File: src/rtl/alu_issue_ctrl.sv
// Register-to-register issue/writeback sequencer for the 4-bit combinational ALU.
// Handles one instruction at a time: operand fetch, ALU drive, capture/writeback, then a held response.
module alu_issue_ctrl #(
    parameter int DATA_W = 4,
    parameter int OPC_W  = 3
) (
    input  logic              clk,
    input  logic              rst_n,
    input  logic              in_valid,
    output logic              in_ready,
    input  logic [OPC_W-1:0]  in_opcode,
    input  logic [1:0]        in_dst,
    input  logic [1:0]        in_src_a,
    input  logic [1:0]        in_src_b,
    input  logic              ld_en,
    input  logic [1:0]        ld_addr,
    input  logic [DATA_W-1:0] ld_data,
    output logic [OPC_W-1:0]  alu_opcode,
    output logic [DATA_W-1:0] alu_operand_a,
    output logic [DATA_W-1:0] alu_operand_b,
    input  logic [DATA_W-1:0] alu_result,
    input  logic              alu_overflow,
    output logic              out_valid,
    input  logic              out_ready,
    output logic [1:0]        out_dst,
    output logic [DATA_W-1:0] out_result,
    output logic              out_overflow,
    input  logic              clr_sticky,
    output logic              ovf_sticky
);

    typedef enum logic [1:0] {
        IDLE = 2'd0,
        EXEC = 2'd1,
        RESP = 2'd2
    } state_t;

    state_t            state_r;
    logic              in_ready_r;
    logic              out_valid_r;
    logic              out_overflow_r;
    logic              ovf_sticky_r;
    logic [OPC_W-1:0]  alu_opcode_r;
    logic [DATA_W-1:0] alu_operand_a_r;
    logic [DATA_W-1:0] alu_operand_b_r;
    logic [DATA_W-1:0] out_result_r;
    logic [1:0]        dst_r;
    logic [1:0]        out_dst_r;
    logic [DATA_W-1:0] rf_r [4];
    logic              wb_en_s;

    // The ALU result is valid only while its inputs have been stable for the EXEC cycle.
    assign wb_en_s = (state_r == EXEC);

    // Instruction sequencer with registered handshake flags and ALU/response drive.
    always_ff @(posedge clk or negedge rst_n) begin
        if (!rst_n) begin
            state_r         <= IDLE;
            in_ready_r      <= 1'b1;
            out_valid_r     <= 1'b0;
            alu_opcode_r    <= {OPC_W{1'b0}};
            alu_operand_a_r <= {DATA_W{1'b0}};
            alu_operand_b_r <= {DATA_W{1'b0}};
            dst_r           <= 2'd0;
            out_dst_r       <= 2'd0;
            out_result_r    <= {DATA_W{1'b0}};
            out_overflow_r  <= 1'b0;
            ovf_sticky_r    <= 1'b0;
        end else begin
            case (state_r)
                IDLE: begin
                    if (in_valid) begin
                        alu_opcode_r    <= in_opcode;
                        alu_operand_a_r <= rf_r[in_src_a];
                        alu_operand_b_r <= rf_r[in_src_b];
                        dst_r           <= in_dst;
                        in_ready_r      <= 1'b0;
                        state_r         <= EXEC;
                    end
                end
                EXEC: begin
                    out_result_r   <= alu_result;
                    out_overflow_r <= alu_overflow;
                    out_dst_r      <= dst_r;
                    out_valid_r    <= 1'b1;
                    state_r        <= RESP;
                end
                RESP: begin
                    if (out_ready) begin
                        out_valid_r <= 1'b0;
                        in_ready_r  <= 1'b1;
                        state_r     <= IDLE;
                    end
                end
                default: begin
                    out_valid_r <= 1'b0;
                    in_ready_r  <= 1'b1;
                    state_r     <= IDLE;
                end
            endcase
            // A capture-edge overflow must survive a simultaneous clear.
            if (wb_en_s && alu_overflow) begin
                ovf_sticky_r <= 1'b1;
            end else if (clr_sticky) begin
                ovf_sticky_r <= 1'b0;
            end
        end
    end

    // Register file: EXEC writeback overrides a preload aimed at the same entry.
    always_ff @(posedge clk or negedge rst_n) begin
        if (!rst_n) begin
            for (int i = 0; i < 4; i++) begin
                rf_r[i] <= {DATA_W{1'b0}};
            end
        end else begin
            for (int i = 0; i < 4; i++) begin
                if (wb_en_s && (dst_r == i[1:0])) begin
                    rf_r[i] <= alu_result;
                end else if (ld_en && (ld_addr == i[1:0])) begin
                    rf_r[i] <= ld_data;
                end
            end
        end
    end

    assign in_ready      = in_ready_r;
    assign out_valid     = out_valid_r;
    assign alu_opcode    = alu_opcode_r;
    assign alu_operand_a = alu_operand_a_r;
    assign alu_operand_b = alu_operand_b_r;
    assign out_dst       = out_dst_r;
    assign out_result    = out_result_r;
    assign out_overflow  = out_overflow_r;
    assign ovf_sticky    = ovf_sticky_r;

endmodule

File: config.mk
export PLATFORM = sky130hd
export DESIGN_NAME = alu_issue_ctrl
export DESIGN_NICKNAME = d
export VERILOG_FILES = /design/src/rtl/alu_issue_ctrl.sv
export SDC_FILE = /design/constraint.sdc
export NUM_CORES = 1
export LEC_CHECK = 0
export CAP_MARGIN = 20
export CORE_MARGIN = 2
export CORE_UTILIZATION = 30
export DETAILED_ROUTE_END_ITERATION = 16
export GPL_TIMING_DRIVEN = 0
export PLACE_DENSITY = 0.56
export REMOVE_ABC_BUFFERS = 1
export SYNTH_ARGS = -nofsm -noshare
export SYNTH_HDL_FRONTEND = slang
export SYNTH_SLANG_ARGS = --single-unit
File: constraint.sdc
create_clock -name clk -period 1.3 [get_ports clk]
set_input_delay 0.26 -clock clk [delete_from_list [all_inputs] [get_ports clk]]
set_output_delay 0.26 -clock clk [all_outputs]
set_load 0.03 [all_outputs]
* After elaboration in Yosys (flattened, before gate mapping) *
Index checks and enable logic that the tools add are counted.

storage, ports and cells
  register bits = 41
  input bits = 26
  output and inout bits = 21

cells by class
  order comparisons = 2
  equality and inequality tests = 10
  mux-type cells = 24
  bitwise operators = 4
  reductions and logical operators = 21

operators by type and width
  cell                                            count
  2-to-1 mux 4 bit                                12
  binary-select mux 4 bit (select 2 bit)          2
  == test 2 bit (second input constant)           5
  nonzero test 2 bit                              5
  logical AND 1 bit                               9
  == test 2 x 1 -> 1 bit (second input constant)  3
  >= comparator 3 bit (second input constant)     2
  logical NOT 2 bit                               3
  inverter 2 -> 3 bit                             2
  one-hot mux 1 bit (3 select lines)              2
  one-hot mux 2 bit (3 select lines)              1
  AND reduction 2 bit                             3
  2-to-1 mux 1 bit                                5
  2-to-1 mux 2 bit                                2
  inequality test 2 bit (second input constant)   2
  AND reduction 3 bit                             1
  inverter 1 bit                                  2

* Logic depth before layout (Yosys ltp) *
Gate-level depths: netlist of the first run.

  word-level depth = 4
  depth in mapped cells = 5
  depth with buffers taken out = 3

* Worst setup path before layout of the first run *
No wires, ideal clock.

  kind = register to register
  start point = register state_r[1]
  end point = register alu_opcode_r[0], in the netlist alu_opcode[0]
  library setup time = 0.128 ns
  data arrival time = 1.249 ns
  data required time = 1.172 ns
  path slack = -0.076 ns
  stages on the path, launching flop included = 6
  path buffers = 2
  path through = dfrtp_1 > buf_4 > nand2b_4 > nor2_8 > buf_6 > mux2_1

between the ends
  longest elaborated chain between the ends = 2

ends and longest elaborated chain
  element                               line  text
  start: declaration                    38    state_t state_r;
  start signal: assignment              58    state_r <= IDLE;
  start signal: assignment              78    state_r <= EXEC;
  start signal: assignment              86    state_r <= RESP;
  logical NOT 2 bit                     70    case (state_r)
  AND reduction 2 bit (no source line)  -
  end signal: assignment                61    alu_opcode_r <= {OPC_W{1'b0}};
  end signal: assignment                73    alu_opcode_r <= in_opcode;
  end: declaration                      43    logic [OPC_W-1:0] alu_opcode_r;

No other way between the ends.
A chain may end at the register's enable or synchronous reset.

* Worst setup path in the final report of the first run *
  start point = register state_r[1]
  end point = register alu_operand_a_r[2], in the netlist alu_operand_a[2]

between the ends
  longest elaborated chain between the ends = 2

ends and longest elaborated chain
  element                               line  text
  logical NOT 2 bit                     70
  AND reduction 2 bit (no source line)  -
  end signal: assignment                62    alu_operand_a_r <= {DATA_W{1'b0}};
  end signal: assignment                74    alu_operand_a_r <= rf_r[in_src_a];
  end: declaration                      44    logic [DATA_W-1:0] alu_operand_a_r;

No other way between the ends.

==> results of run 1 <==
==> metal layers <==
metal	share of wire	up-vias	wire [µm]
li1	-	656	-
met3	0.042	4	184
met4	0.0053	0	23
met1	0.46	681	1999
met2	0.49	28	2146
met5	0	-	0
==> cell usage after synthesis <==
library cell | n | area share
buf_2 | 5 | 0.012
nand4b_1 | 1 | 0.0043
o21ai_0 | 7 | 0.017
buf_4 | 1 | 0.0037
buf_6 | 1 | 0.0056
and4bb_1 | 2 | 0.012
mux2i_1 | 16 | 0.079
nand2_1 | 16 | 0.030
or3b_1 | 1 | 0.0043
nand2b_4 | 1 | 0.0068
a21oi_1 | 5 | 0.012
nor2_1 | 6 | 0.011
mux2_1 | 11 | 0.061
nor4b_4 | 1 | 0.012
nand3b_1 | 3 | 0.011
dfrtp_1 | 40 | 0.50
dfstp_2 | 1 | 0.013
nor2_8 | 1 | 0.0099
o21a_1 | 1 | 0.0037
o21ai_1 | 8 | 0.020
inv_1 | 2 | 0.0037
mux2_4 | 8 | 0.060
nand3_1 | 1 | 0.0025
mux4_1 | 8 | 0.10
nand2b_1 | 1 | 0.0031
==> cell type report <==
class	instances	area [µm²]	area share
multi-input combinational	98	1011	0.3678
inverter	2	7.507	0.002731
timing repair buffer	57	514.2	0.1871
sequential	41	1030	0.3746
tap	77	96.34	0.03505
clock buffer	8	90.09	0.03277
==> through the flow <==
| stage | worst slack, ns | area [µm²] | cells | setup TNS, ns |
|---|---|---|---|---|
| floorplan | -0.01006 | 1973 | 141 | -0.05029 |
| global placement | -1.132 | 2530 | 264 | -56.54 |
| detailed placement | -0.5659 | 2545 | 265 | -10.89 |
| CTS | -0.05538 | 2760 | 282 | -0.5996 |
| global route | -0.05146 | 2749 | 283 | -0.6199 |
| finish | -0.009239 | 2749 | 283 | -0.03192 |
==> report_power, final <==
| part | switching, mW | leakage [nW] | internal (mW) |
|---|---|---|---|
| combinational | 1.46 | 0.759 | 1.53 |
| clock | 0.417 | 0.0455 | 0.433 |
| sequential | 0.496 | 0.484 | 1.93 |
==> logic make-up after synthesis <==
kind of cell	Yosys count	synth area share
muxes	43	0.3046
DFF	41	0.5093
AOI/OAI and AO/OA	21	0.05335
buffers and inverters	9	0.02543
and+or+nand+nor	34	0.1073
==> path summary, 6_finish.rpt <==
kind | to | slack (ns) | cells past startpoint
setup / recovery | alu_operand_a[2] | -0.009 | 4
hold / removal | alu_operand_a[3] | 0.36 | 2
setup reg to reg | alu_operand_a[2] | -0.009 | 4
hold reg to reg | out_valid | 0.48 | 1
max in group asynchronous | in_ready | 0.44 | 3
min in group clk | out_valid | 0.48 | 1
==> state kept, by name (all words and copies together), names as in the netlist <==
| name | count |
|---|---|
| alu_opcode | 3 |
| alu_operand_a | 4 |
| alu_operand_b | 4 |
| dst_r | 2 |
| in_ready | 1 |
| out_dst | 2 |
| out_overflow | 1 |
| out_result | 4 |
| out_valid | 1 |
| ovf_sticky | 1 |
| rf_r | 16 |
| state_r | 2 |
==> what timing repair did <==
item | in CTS | in global routing
endpoints found under the hold margin | 8 | 0
cloned | 1 | 0
resized for setup | 61 | 51
endpoints found under the setup margin | 48 | 45
buffers inserted | 7 | 1
hold buffers | 1 | 0
pin swaps | 2 | 7
==> impl_metrics.ini, run 1 <==
[detailed_routing]
post_route_antenna_net_violation_count = 0
drt-vias-per-instance = 4.837
wl_per_cell_um = 15.38
via_count = 1369
drt-total-wl_mm = 4.353
drt_first_iter_violations = 50
post-route-drc-count = 0
detailedRoute.firstPassIterationCount = 4

[die]
design.die.area_mm2 = 0.007395
overall_die_height_um = 86.00
floorplan.io_pins = 47
floorplan.initialDensity = 0.3140
fp-row-count = 29
dieWidth_um = 86.00
core_area_mm2 = 0.006422

[worst_setup_path]
cp_cell_sequence = nand2b_4 -> nor2_8 -> clkbuf_16 -> mux2_4
timing.critical_path.slowest_stage_cell = dfrtp_2
critical_path.top_delay_family = flip-flops
cp_data_required_time_ns = 1.47
timing_worst_setup_path_type = reg -> reg
setup.worst_path.start = state_r[1]
buffers_and_inverters_on_the_worst_path = 1
worstSetupStartpointType = flop
crit_path_end_kind = flop
critPathArrivalTime_ns = 1.48
max_stage_delay_ns = 0.43
worst-path-max-fanout = 5
r2r-start = state_r[1]

[layout]
antenna_cells_inserted = 0
final_net_count = 231
areaGrowthSynthToFinish_pct = 36.29
finish.utilization = 0.4280
final_common_cell = dfrtp_1
final.fill_count = 602
share_of_cells_above_drive_strength_1 = 0.3738
final_cell_mix = dfrtp_1, clkdlybuf4s50_1, clkbuf_2, mux2i_1, mux2_4

[clock_tree]
clk_latency_ns = 0.28
clk_path_buf_depth = 2
cts.root.buffer_cell = clkbuf_8
cts_inserted_buffers = 5
htree_num_levels = 2
clkTransAtPathRegs_ns = 0.07
clock_tree_from_tritoncts = built
tritoncts_num_sinks = 41

[sta]
holdWs_ns = 0.3608
finClkSkew_ns = 0.004736
report.final.slew_viol_count = 0
setup_slack_of_the_critical_path_after_layout_ns = -0.009239
max_freq_mhz = 763.8
rsz0062_at_grt = true
period_minus_slack_ns = 1.309
worst_pin_slew_ns = 0.3068
number_of_setup_violations_in_the_final_report = 5
timing.final.crit_share = 1.007
slew-limit-headroom = 0.7949
final_hold_viol_count = 0

[yosys]
synthDistinctLibCells = 25
yosys_warnings = 0
syn_area_mm2 = 0.002017
syn-instance-count = 148
ys_seq_elements = 41
syn_area_per_cell_um2 = 13.63
synth.yosys.seq_area_share = 0.5093

[global_route]
largest_net_degree_at_the_start_of_global_routing = 34
grt.met3_usage = 0.03272
globalRouteTotalUtil = 0.1316
grt_pass1_vias = 1500
groute.layer.met2.usage = 0.2156
use_met1 = 0.1760
grt_remaining_overflow = 0
antenna_violations_before_repair = 0
grt_first_pass_wirelength_mm = 7.514
grt-busiest-layer = met2

[placement]
place_hpwl_mm = 3.091
gp_congestion = 0.7261
number_of_buffer_cells_added_on_primary_ports = 46

[power_and_ir_drop]
power_leakage_nw = 1.289
power.total_mw = 6.265
power_density_mw_per_mm2 = 2279
vdd_ir_drop_max_mv = 0.9230

[status]
violations = negative setup slack
run_status = complete, but fails checks

[flow_run]
max_cap_viols = 0

[worst_hold_path]
hold_path_class = in -> async
No activity file was read; power rests on OpenSTA's default activity.
==> inputs of run 2 (changes only) <==
TNS_END_PERCENT = 30   (was unset)
==> run 2 against run 1 <==
Net effect: the run still ends with negative setup slack left; via count shrank 3.0%; combinational power is 11% lower; die area unchanged; critical path type unchanged; critical endpoint is now alu_opcode[1]; largest cell class unchanged; highest routed layer unchanged.
==> impl_metrics.ini, run 2 (same netlist as run 1, synthesis figures left out) <==
[status]
run_status = complete, but fails checks
violations = negative setup slack

[clock_tree]
clock_tree_from_tritoncts = built
tritoncts_num_sinks = 41
clk_path_buf_depth = 2
clk_latency_ns = 0.29
cts.root.buffer_cell = clkbuf_8
cts_inserted_buffers = 5
clkTransAtPathRegs_ns = 0.08
htree_num_levels = 2

[placement]
dp_slack_ns = -0.5659
dpl_cell_area_mm2 = 0.002545
place_hpwl_mm = 3.091
number_of_buffer_cells_added_on_primary_ports = 46
gp_congestion = 0.7261

[worst_setup_path]
worstSetupStartpointType = flop
reg2reg_setup_slack_ns = -0.05
crit_path_end_kind = flop
cp_data_required_time_ns = 1.47
worst-path-max-fanout = 11
critPathArrivalTime_ns = 1.51
timing_worst_setup_path_type = reg -> reg

[detailed_routing]
drt-total-wl_mm = 4.161
post-route-drc-count = 0
via_count = 1328
detailedRoute.firstPassIterationCount = 4
drt_first_iter_violations = 85
post_route_antenna_net_violation_count = 0
drt-vias-per-instance = 4.760
wl_per_cell_um = 14.91

[die]
floorplan.initialDensity = 0.3140
fp-row-count = 29
overall_die_height_um = 86.00
floorplan.io_pins = 47
core_area_mm2 = 0.006422
design.die.area_mm2 = 0.007395
dieWidth_um = 86.00

[sta]
setup_slack_of_the_critical_path_after_layout_ns = -0.04532
report.final.slew_viol_count = 0
worst_pin_slew_ns = 0.4285
number_of_setup_violations_in_the_final_report = 13
final_hold_viol_count = 0
max_freq_mhz = 743.3
finClkSkew_ns = 0.007704
timing.final.crit_share = 1.035
rsz0062_at_grt = true
period_minus_slack_ns = 1.345
slew-limit-headroom = 0.7131

[power_and_ir_drop]
power_density_mw_per_mm2 = 2261
power_leakage_nw = 1.226
vdd_ir_drop_max_mv = 0.9399
intPower_mw = 3.662
fraction_of_power_consumed_by_combinational_cells = 0.447
pwr-share-clk = 0.144
power_frac_seq = 0.409
p_sw_frac = 0.3818
p_sw_mw = 2.262

[global_route]
antenna_violations_before_repair = 0
globalRouteTotalUtil = 0.1247
grt_pass1_vias = 1460
grt_first_pass_wirelength_mm = 7.127
grt_remaining_overflow = 0
largest_net_degree_at_the_start_of_global_routing = 34

[layout]
areaGrowthSynthToFinish_pct = 29.90
max_flop_register = rf_r
final_cell_area_mm2 = 0.002620
final_common_cell = dfrtp_1
final_cell_mix = dfrtp_1, clkdlybuf4s50_1, clkbuf_2, mux2i_1, nand2_1
final_net_count = 227
antenna_cells_inserted = 0
final.fill_count = 615
share_of_cells_above_drive_strength_1 = 0.2426
finish.utilization = 0.4079
largest_register_ff_count = 16

[worst_hold_path]
hold_path_class = in -> async

[flow_run]
max_cap_viols = 0
==> run 2: worst max-delay path, stage by stage (launching register included) <==
cell	delay [ns]
dfrtp_2	0.45
nand2b_4	0.18
nor2_8	0.12
buf_12	0.15
mux2_1	0.32
==> run 2: worst paths after layout <==
check	from	endpoint	depth (start not counted)
setup / recovery	state_r[1]	alu_opcode[1]	4
hold / removal	rst_n	alu_operand_b[0]	2
setup reg to reg	state_r[1]	alu_opcode[1]	4
hold reg to reg	out_valid	out_valid	1
max in group asynchronous	rst_n	in_ready	3
min in group clk	out_valid	out_valid	1
==> run 2: layout make-up <==
type | instances | area, µm² | share of cell area
tap | 77 | 96.34 | 0.03677
inverter | 2 | 7.507 | 0.002865
multi-input combinational | 98 | 947.2 | 0.3615
timing repair buffer | 53 | 449.2 | 0.1714
sequential | 41 | 1030 | 0.3930
clock buffer | 8 | 90.09 | 0.03438
==> run 2: routing by layer <==
layer / global-route usage / part of all wire
met1: 0.1663 / 0.47
met4: 0.03030 / 0.0053
met5: 0 / 0
met3: 0.03272 / 0.045
met2: 0.2030 / 0.48
==> run 2: timing repair <==
action / in CTS / in global routing
endpoints found under the hold margin: 8 / 0
pin swaps: 0 / 2
endpoints found under the setup margin: 48 / 44
resized for setup: 49 / 25
setup buffers: 0 / 5
hold buffers: 1 / 0
==> run 2: stage by stage <==
stage	power (mW)	setup TNS [ns]	hold slack, ns	cells
detailed placement	5.261	-10.89	0.1307	265
global placement	5.189	-56.54	0.4658	264
global route	6.369	-1.492	0.3757	279
finish	5.924	-0.2119	0.3542	279
floorplan	4.176	-0.05029	-0.03559	141
CTS	5.969	-1.227	0.3618	274
==> run 2: power groups by stage <==
stage | sequential [mW] | clock (mW) | combinational, mW
floorplan | 2.97 | 0 | 1.20
global placement | 2.42 | 0 | 2.77
detailed placement | 2.45 | 0 | 2.81
CTS | 2.44 | 0.890 | 2.64
global route | 2.55 | 0.956 | 2.87
finish | 2.42 | 0.853 | 2.65
==> inputs of run 3 (changes only) <==
--- a/config.mk
+++ b/config.mk
@@ -13,4 +13,5 @@
 export PLACE_DENSITY = 0.56
 export REMOVE_ABC_BUFFERS = 1
+export SKIP_CTS_REPAIR_TIMING = 1
 export SYNTH_ARGS = -nofsm -noshare
 export SYNTH_HDL_FRONTEND = slang
==> constraint.sdc (replaced) <==
create_clock -name clk -period 1.3 [get_ports clk]
set_input_delay 0.26 -clock clk [delete_from_list [all_inputs] [get_ports clk]]
set_output_delay 0.26 -clock clk [all_outputs]
set_load 0.01 [all_outputs]
==> run 3 against run 2 <==
Net effect: the run still ends with negative setup slack left; hold slack gained 0.00076 ns; global-route usage shrank 0.18 points; total power shrank 5.2%; fmax is essentially flat; clock-buffer cell count is the same.
==> impl_metrics.ini, run 3 (same netlist as run 1, synthesis figures left out) <==
[status]
run_status = complete, but fails checks
violations = negative setup slack

[sta]
timing.final.crit_share = 1.034
timing.setup.tns_ns = -0.2147
number_of_setup_violations_in_the_final_report = 13
worst_pin_slew_ns = 0.4444
setup_slack_of_the_critical_path_after_layout_ns = -0.04431
slew-limit-headroom = 0.7025
rsz0062_at_grt = true
period_minus_slack_ns = 1.344
max_freq_mhz = 743.9
finClkSkew_ns = 0.006952
report.final.slew_viol_count = 0
holdWs_ns = 0.3550
final_hold_viol_count = 0

[detailed_routing]
drt-vias-per-instance = 4.806
wl_per_cell_um = 14.87
post_route_antenna_net_violation_count = 0
drt_first_iter_violations = 80
via_count = 1341
drt-total-wl_mm = 4.150
detailedRoute.firstPassIterationCount = 4
post-route-drc-count = 0

[layout]
final_net_count = 227
share_of_cells_above_drive_strength_1 = 0.1584
final_common_cell = dfrtp_1
antenna_cells_inserted = 0
final_cell_mix = dfrtp_1, dlymetal6s2s_1, clkdlybuf4s50_1, mux2i_1, nand2_1
areaGrowthSynthToFinish_pct = 37.22
max_flop_register = rf_r
stdcell_count = 279
final_cell_area_mm2 = 0.002768
finish.utilization = 0.4309
largest_register_ff_count = 16

[die]
floorplan.initialDensity = 0.3140
design.die.area_mm2 = 0.007395
floorplan.io_pins = 47
fp-row-count = 29
core_area_mm2 = 0.006422
overall_die_height_um = 86.00
dieWidth_um = 86.00

[placement]
dp.cells = 265
number_of_buffer_cells_added_on_primary_ports = 46
dp_slack_ns = -0.5659
gp_congestion = 0.7261
dpl_cell_area_mm2 = 0.002545
place_hpwl_mm = 3.091

[worst_setup_path]
worstSetupStartpointType = flop
cp_data_required_time_ns = 1.47
crit_path_end_kind = flop
critPathArrivalTime_ns = 1.51
worst-path-max-fanout = 11
timing_worst_setup_path_type = reg -> reg

[clock_tree]
cts.root.buffer_cell = clkbuf_8
clkTransAtPathRegs_ns = 0.08
htree_num_levels = 2
clock_tree_from_tritoncts = built
clk_path_buf_depth = 2
tritoncts_num_sinks = 41
clk_latency_ns = 0.29
cts_inserted_buffers = 5

[global_route]
grt_remaining_overflow = 0
grt_pass1_vias = 1424
antenna_violations_before_repair = 0
grt_first_pass_wirelength_mm = 7.010
globalRouteTotalUtil = 0.1229
largest_net_degree_at_the_start_of_global_routing = 34

[power_and_ir_drop]
power_density_mw_per_mm2 = 2029
pwr-share-clk = 0.152
vdd_ir_drop_max_mv = 0.8199
p_sw_frac = 0.3110
power_frac_seq = 0.428
power_leakage_nw = 1.448
p_sw_mw = 1.747
intPower_mw = 3.870
fraction_of_power_consumed_by_combinational_cells = 0.420
power.total_mw = 5.617

[flow_run]
max_cap_viols = 0

[worst_hold_path]
hold_path_class = in -> async
[run 3: area by class of cell]
type                       count  area, µm²
tap                           77      96.34
inverter                       2      7.507
multi-input combinational     98      950.9
sequential                    41       1030
clock buffer                   8      90.09
timing repair buffer          53      593.1
fill                         589       3655
[run 3: routing by layer]
metal / GRT usage / share of wire / up-vias
li1: - / - / 651
met3: 0.03272 / 0.043 / 4
met5: 0 / 0 / -
met2: 0.1980 / 0.49 / 28
met4: 0.03030 / 0.0053 / 0
met1: 0.1650 / 0.46 / 658
[run 3: path summary, 6_finish.rpt]
path / from / end / slack [ns] / depth (start not counted)
max: state_r[1] / alu_opcode[0] / -0.04 / 4
min: rst_n / alu_operand_b[0] / 0.36 / 2
max reg2reg: state_r[1] / alu_opcode[0] / -0.04 / 4
min reg2reg: out_overflow / out_overflow / 0.48 / 2
max in group asynchronous: rst_n / in_ready / 0.43 / 3
min in group clk: out_overflow / out_overflow / 0.48 / 2
[run 3: worst max-delay path, stage by stage, from the launching register on]
cell and delay [ns]:
dfrtp_2 0.45, nand2b_4 0.18, nor2_8 0.12, buf_12 0.15, mux2_1 0.32
[run 3: power groups by stage]
stage | clock network [mW] | registers (mW) | logic [mW]
floorplan | 0 | 2.48 | 1.21
global placement | 0 | 2.42 | 2.27
detailed placement | 0 | 2.45 | 2.30
CTS | 0.890 | 2.43 | 2.31
global route | 0.954 | 2.53 | 2.59
finish | 0.853 | 2.40 | 2.36
